==> config.mk <==
export PLATFORM = sky130hd
export DESIGN_NAME = deserializer_flat
export DESIGN_NICKNAME = d
export VERILOG_FILES = /design/src/rtl/deser_if.sv /design/src/rtl/deserializer.sv /design/src/flat_wrapper.sv
export SDC_FILE = /design/constraint.sdc
export NUM_CORES = 1
export LEC_CHECK = 0
export CORE_MARGIN = 1
export CORE_UTILIZATION = 47
export CTS_CLUSTER_SIZE = 16
export DETAILED_ROUTE_END_ITERATION = 12
export HOLD_SLACK_MARGIN = 0.15
export PLACE_DENSITY = 0.8
export SYNTH_ARGS = -nofsm -noshare
export SYNTH_HDL_FRONTEND = slang
export SYNTH_SLANG_ARGS = --single-unit
==> constraint.sdc <==
create_clock -name clk_i -period 1.52 [get_ports clk_i]
set_input_delay 0.456 -clock clk_i [delete_from_list [all_inputs] [get_ports clk_i]]
set_output_delay 0.456 -clock clk_i [all_outputs]
set_load 0.1 [all_outputs]
==> src/rtl/deser_if.sv <==
// Serial-in / parallel-out bundle for the deserializer.
// slave is the deserializer side; master is the producer/consumer side.
interface deser_if;
  localparam int unsigned W = 16;
  localparam int unsigned MW = 4;

  logic          ser_data_i;
  logic          ser_data_val_i;
  logic [W-1:0]  deser_data_o;
  logic [MW-1:0] deser_data_mod_o;
  logic          deser_data_val_o;

  modport slave (
    input  ser_data_i, ser_data_val_i,
    output deser_data_o, deser_data_mod_o, deser_data_val_o
  );

  modport master (
    output ser_data_i, ser_data_val_i,
    input  deser_data_o, deser_data_mod_o, deser_data_val_o
  );
endinterface

==> src/rtl/deserializer.sv <==
// MSB-first serial to 16-bit word deserializer with a one-cycle output strobe.
// Define DESER_FLUSH_EN to flush a partial word after TIMEOUT idle cycles.
module deserializer #(
  parameter int unsigned TIMEOUT = 4
) (
  input logic    clk_i,
  input logic    rst_n_i,
  deser_if.slave bus
);
  localparam int unsigned W  = 16;
  localparam int unsigned CW = 5;
  localparam int unsigned TW = 8;

  typedef enum logic [1:0] {IDLE, COLLECT, GAP} state_e;

  if (TIMEOUT < 1 || TIMEOUT > 255) begin : g_timeout_range
    $error("TIMEOUT must be in 1..255");
  end

  state_e        state_q, state_d;
  logic [W-1:0]  shift_q, shift_d;
  logic [CW-1:0] cnt_q, cnt_d;
  logic [W-1:0]  data_q, data_d;
  logic [3:0]    mod_q, mod_d;
  logic          val_q, val_d;
  logic [W-1:0]  shift_nxt;
`ifdef DESER_FLUSH_EN
  logic [TW-1:0] to_cnt_q, to_cnt_d;
`endif

  // State register and output flops
  always_ff @(posedge clk_i or negedge rst_n_i) begin
    if (!rst_n_i) begin
      state_q  <= IDLE;
      shift_q  <= '0;
      cnt_q    <= '0;
      data_q   <= '0;
      mod_q    <= '0;
      val_q    <= 1'b0;
`ifdef DESER_FLUSH_EN
      to_cnt_q <= '0;
`endif
    end else begin
      state_q  <= state_d;
      shift_q  <= shift_d;
      cnt_q    <= cnt_d;
      data_q   <= data_d;
      mod_q    <= mod_d;
      val_q    <= val_d;
`ifdef DESER_FLUSH_EN
      to_cnt_q <= to_cnt_d;
`endif
    end
  end

  // Next-state, shift and strobe logic
  always_comb begin
    state_d   = state_q;
    shift_d   = shift_q;
    cnt_d     = cnt_q;
    data_d    = data_q;
    mod_d     = mod_q;
    val_d     = 1'b0;
`ifdef DESER_FLUSH_EN
    to_cnt_d  = to_cnt_q;
`endif
    shift_nxt = {shift_q[W-2:0], bus.ser_data_i};

    if (bus.ser_data_val_i) begin
`ifdef DESER_FLUSH_EN
      to_cnt_d = '0;
`endif
      if (cnt_q == CW'(W - 1)) begin
        data_d  = shift_nxt;
        mod_d   = 4'd0;
        val_d   = 1'b1;
        shift_d = '0;
        cnt_d   = '0;
        state_d = IDLE;
      end else begin
        shift_d = shift_nxt;
        cnt_d   = (cnt_q == CW'(W)) ? cnt_q : cnt_q + CW'(1);
        state_d = COLLECT;
      end
    end else if (state_q != IDLE) begin
      state_d = GAP;
`ifdef DESER_FLUSH_EN
      to_cnt_d = (to_cnt_q == '1) ? to_cnt_q : to_cnt_q + TW'(1);
      // Partial word: left-align received bits, zero-fill the low end
      if (to_cnt_d == TW'(TIMEOUT) && cnt_q != '0) begin
        data_d   = W'(shift_q << (CW'(W) - cnt_q));
        mod_d    = cnt_q[3:0];
        val_d    = 1'b1;
        shift_d  = '0;
        cnt_d    = '0;
        to_cnt_d = '0;
        state_d  = IDLE;
      end
`endif
    end
  end

  assign bus.deser_data_o     = data_q;
  assign bus.deser_data_mod_o = mod_q;
  assign bus.deser_data_val_o = val_q;

endmodule

==> src/flat_wrapper.sv <==
// flat-port wrapper written by rule: the top's interface ports become plain ports
module deserializer_flat 
#(
  parameter int unsigned TIMEOUT = 4
)
  (clk_i, rst_n_i, bus_ser_data_i, bus_ser_data_val_i, bus_deser_data_o, bus_deser_data_mod_o, bus_deser_data_val_o);
  deser_if bus_i ();
  input logic clk_i;
  input logic rst_n_i;
  input wire logic [$bits(bus_i.ser_data_i)-1:0] bus_ser_data_i;
  input wire logic [$bits(bus_i.ser_data_val_i)-1:0] bus_ser_data_val_i;
  output wire logic [$bits(bus_i.deser_data_o)-1:0] bus_deser_data_o;
  output wire logic [$bits(bus_i.deser_data_mod_o)-1:0] bus_deser_data_mod_o;
  output wire logic [$bits(bus_i.deser_data_val_o)-1:0] bus_deser_data_val_o;
  assign bus_i.ser_data_i = bus_ser_data_i;
  assign bus_i.ser_data_val_i = bus_ser_data_val_i;
  assign bus_deser_data_o = bus_i.deser_data_o;
  assign bus_deser_data_mod_o = bus_i.deser_data_mod_o;
  assign bus_deser_data_val_o = bus_i.deser_data_val_o;
  deserializer #(.TIMEOUT(TIMEOUT)) u_core (.clk_i(clk_i), .rst_n_i(rst_n_i), .bus(bus_i));
endmodule
# Word level (Yosys, flattened, before mapping)
# Index checks and enable logic that the tools add are counted.
# word_totals
elab_cells	15
output_inout_bits	21
ff_bits	37
# classes
n_addsub	1
mux	5
n_reduce_logical	2
eq_ne	3
# ops
op	n
15-bit 2-to-1 mux	1
5-bit 2-to-1 mux	2
5-bit by 1-bit adder with 5-bit output (second input constant)	1
5-bit by 4-bit equality test with 1-bit output (second input constant)	1
5-bit equality test (second input constant)	1
2-bit AND reduction	2
1-bit 2-to-1 mux	2
2-bit by 1-bit != test with 1-bit output (second input constant)	1

# Longest topological paths before layout
# Gate-level depths: netlist of the first run.
# depth
ltp_word	3
ltp_mapped	5
mapped_depth_nobuf	5

# Worst setup path after synthesis of the first run
# Ideal clock, no wire load.
# synth_timing
kind	flip-flop to flip-flop
from	register u_core.cnt_q[0]
to	register u_core.data_q[10], in the netlist u_core.bus.deser_data_o[10]
stages_incl_launch_ff	6
arrival_time_ps	1403
setup_ps	126
path_buffers	1
required_ps	1394
slack_ps	-10
cell_sequence	dfrtp_1 ha_1 nand4_4 nor2_8 buf_12 mux2_4
# synth_between
elab_chain_len	2
# synth_rtl
element	line	rtl
start: declaration	deserializer.sv:22	logic [CW-1:0] cnt_q, cnt_d;
start signal: assignment	deserializer.sv:46	cnt_q <= cnt_d;
5-bit by 4-bit equality test with 1-bit output	deserializer.sv:73	if (cnt_q == CW'(W - 1)) begin
2-bit AND reduction (no line)	--	
end signal: assignment	deserializer.sv:47	data_q <= data_d;
end: declaration	deserializer.sv:23	logic [W-1:0] data_q, data_d;
# No other way between the ends.
# A chain may end at the register's enable or synchronous reset.

# Worst setup path after layout of the first run
# layout_timing
from	register u_core.cnt_q[1]
to	register u_core.data_q[15], in the netlist u_core.bus.deser_data_o[15]
# The elaborated chain is that of the path after synthesis.

==> impl_results.md, run 1 <==
* Die Y at 59.9 um
* DR top layer: met4
* Layout area overhead at 36.7%
* Hold path cells at 1
* Die width at 59.9 um
* Vias in the first global route at 1017
* Highest achievable clock rate at 690 MHz
* Worst path arrival time at 1.68 ns
* Final period util at 0.953
* Place WS at -0.374 ns
* Total vias in the final route at 927
* DRC at 0
* H-tree level count at 2
* Largest net degree at the start of global routing at 21
* Post-DP HPWL at 1960 um
* Req. time, crit path at 1.75 ns
* Commonest non-fill, non-tap cell in the layout: dfrtp_1
* Hold_ws at 0.528 ns
* Syn avg cell area at 14.7 um^2
* Initial Util at 0.504
* Utilization after layout at 0.689
* Root Driver: clkbuf_4
* Final setup TNS at 0 ns
* Clock sinks at 37
* Total gr overflow at 0
* Kind of critical path: flop to flop
* Final net count at 146
* Most frequent cells in the layout: 36 x dfrtp_1, 20 x buf_12, 11 x mux2_4, 9 x nor2_1, 8 x mux2i_1
* WL per Instance at 14.7 um
* Clk buf depth at 2
* Clk_skew at 0.00786 ns
* Core area at 3130 um^2
* Metal3 WL at 109 um
* Worst skew pair latency at 0.34 ns
* Met2 Routed Length at 1400 um
* Antenna diodes at 0
* Area contributors post-synth: dfrtp_1 59%, mux2_4 10%, mux2i_1 5.1%
* Min Tclk post-route at 1.45 ns
* Finish-stage setup viols at 0
* Number of synthesized register bits at 37
* Final WS setup at 0.0709 ns
* IO buf count at 20
* # IOs at 25
* Initial antenna violation count at 0
* Status: complete, no violations
* Hold Fails Final Rpt at 0
* GRT Overall Usage at 0.189
* Sequential area share after synthesis at 0.587
* Worst hold path type: flop to flop
* Drt pass-1 iters at 4
* Yosys warnings at 0
* Routability congestion estimate at 0.726
* Routed length on met1 at 1160 um
* Initial DRC Count at 13
* RSZ-0062 raised after global routing: false
* Die area at 3590 um^2
* Synth cell types at 24
* TritonCTS clock tree: done
* Crit path max fanout at 16
* ANT nets after route at 0
* First-pass GRT wire length at 4880 um
* Maxcap violations at 0
* Max-slew violations at 0
* Post-Syn Area at 1580 um^2
* Share of layout cells above drive strength 1 at 0.418
* Yosys top cell by area: dfrtp_1
* Setup crit start kind: flop
* Synth Instances at 107
* CTS buffer count at 5
* Critical Path Sink Type: flop
* Total Wirelength at 2710 um
* R2R depth at 5
* Worst-path clk slew at 0.11 ns
* Site Rows at 20
* Drt via density at 5.01
* Top cell type's share of synthesized area at 0.587
==> area by class of cell <==
| type | count | area (um^2) |
|---|---|---|
| Clock buffer | 6 | 51.3 |
| Clock inverter | 2 | 37.5 |
| Fill cell | 217 | 972 |
| Inverter | 3 | 11.3 |
| Multi-Input combinational cell | 62 | 587 |
| Sequential cell | 37 | 927 |
| Tap cell | 44 | 55.1 |
| Timing Repair Buffer | 31 | 487 |
==> cell families (layout without fill, tap and decap cells) <==
group                    after synthesis  in the layout  share of synthesized area
flip-flops                            37             37                      0.587
multiplexers                          26             26                      0.206
AND/OR/NAND/NOR                       18             18                     0.0770
AO/OA/AOI/OAI                         12             12                     0.0595
buffers and inverters                 11             42                     0.0524
adder cells (fa/ha/maj)                2              2                     0.0159
other                                  1              4                    0.00238
==> worst paths after layout <==
path,from,end,slack [ns]
max,u_core.cnt_q[1]$_DFFE_PN0P_,u_core.bus.deser_data_o[15]$_DFFE_PN0P_,0.07
min,u_core.shift_q[2]$_DFFE_PN0P_,u_core.shift_q[3]$_DFFE_PN0P_,0.53
max reg2reg,u_core.cnt_q[1]$_DFFE_PN0P_,u_core.bus.deser_data_o[15]$_DFFE_PN0P_,0.07
min reg2reg,u_core.shift_q[2]$_DFFE_PN0P_,u_core.shift_q[3]$_DFFE_PN0P_,0.53
max in group asynchronous,rst_n_i,u_core.shift_q[10]$_DFFE_PN0P_,0.48
min in group asynchronous,rst_n_i,u_core.cnt_q[4]$_DFFE_PN0P_,0.59
==> state kept, by name (all words and copies together), names as in the netlist <==
register,count
u_core.bus.deser_data_o,16
u_core.shift_q,15
u_core.cnt_q,5
u_core.bus.deser_data_val_o,1
==> routing by layer <==
metal / GRT usage / up-vias
met4: 0.0831 / 0
met5: 0 / -
li1: - / 430
met3: 0.0498 / 5
met1: 0.239 / 468
met2: 0.305 / 24
==> metrics by stage <==
step           instance area (um^2)  instances
6_report                       2160        185
3_3_place_gp                   2050        176
3_5_place_dp                   2050        176
5_1_grt                        2160        185
2_1_floorplan                  1590        110
4_1_cts                        2150        185
==> worst max-delay path: stages (launching register included) <==
cell and delay [ns]:
dfrtp_1 0.38, ha_2 0.21, nand4_4 0.14, nor2_8 0.13, buf_12 0.16, mux2_2 0.34
==> Yosys cell counts (all sizes together) <==
master	number
buf	8
mux2	18
o21ai	1
nand4bb	1
nor2	11
dfrtp	37
nand4	1
mux2i	8
nand3	1
inv	3
and2	1
and4b	1
conb	1
nand2	2
a22o	7
a31oi	3
ha	2
a41oi	1
==> repair_timing <==
| item | in CTS | in global routing |
|---|---|---|
| hold buffers | 1 | 0 |
| pin swaps | 0 | 1 |
| buffers inserted | 0 | 0 |
| gates cloned | 0 | 0 |
| endpoints found under the setup margin | 8 | 12 |
| resized for setup | 1 | 2 |
| hold endpoints to repair | 17 | 0 |
Power of run 1 is left out: the tool's default activity adds up to more than one toggle a clock period on the data nets, which glitch-free logic cannot reach.
==> run 2, diff against run 1 <==
--- a/config.mk
+++ b/config.mk
@@ -14,3 +14,4 @@
 export SYNTH_ARGS = -nofsm -noshare
 export SYNTH_HDL_FRONTEND = slang
 export SYNTH_SLANG_ARGS = --single-unit
+export TNS_END_PERCENT = 20
==> results of run 2 <==
Final layout, timing and power as in run 1 (identical DEF).
Power of run 2 is left out for the same reason.
==> run 3, diff against run 2 <==
--- a/config.mk
+++ b/config.mk
@@ -5,6 +5,7 @@
 export SDC_FILE = /design/constraint.sdc
 export NUM_CORES = 1
 export LEC_CHECK = 0
+export ABC_CLOCK_PERIOD_IN_PS = 1520
 export CORE_MARGIN = 1
 export CORE_UTILIZATION = 47
 export CTS_CLUSTER_SIZE = 16
==> results of run 3 <==
Final layout, timing and power as in run 1 (identical DEF).
Power of run 3 is left out for the same reason.
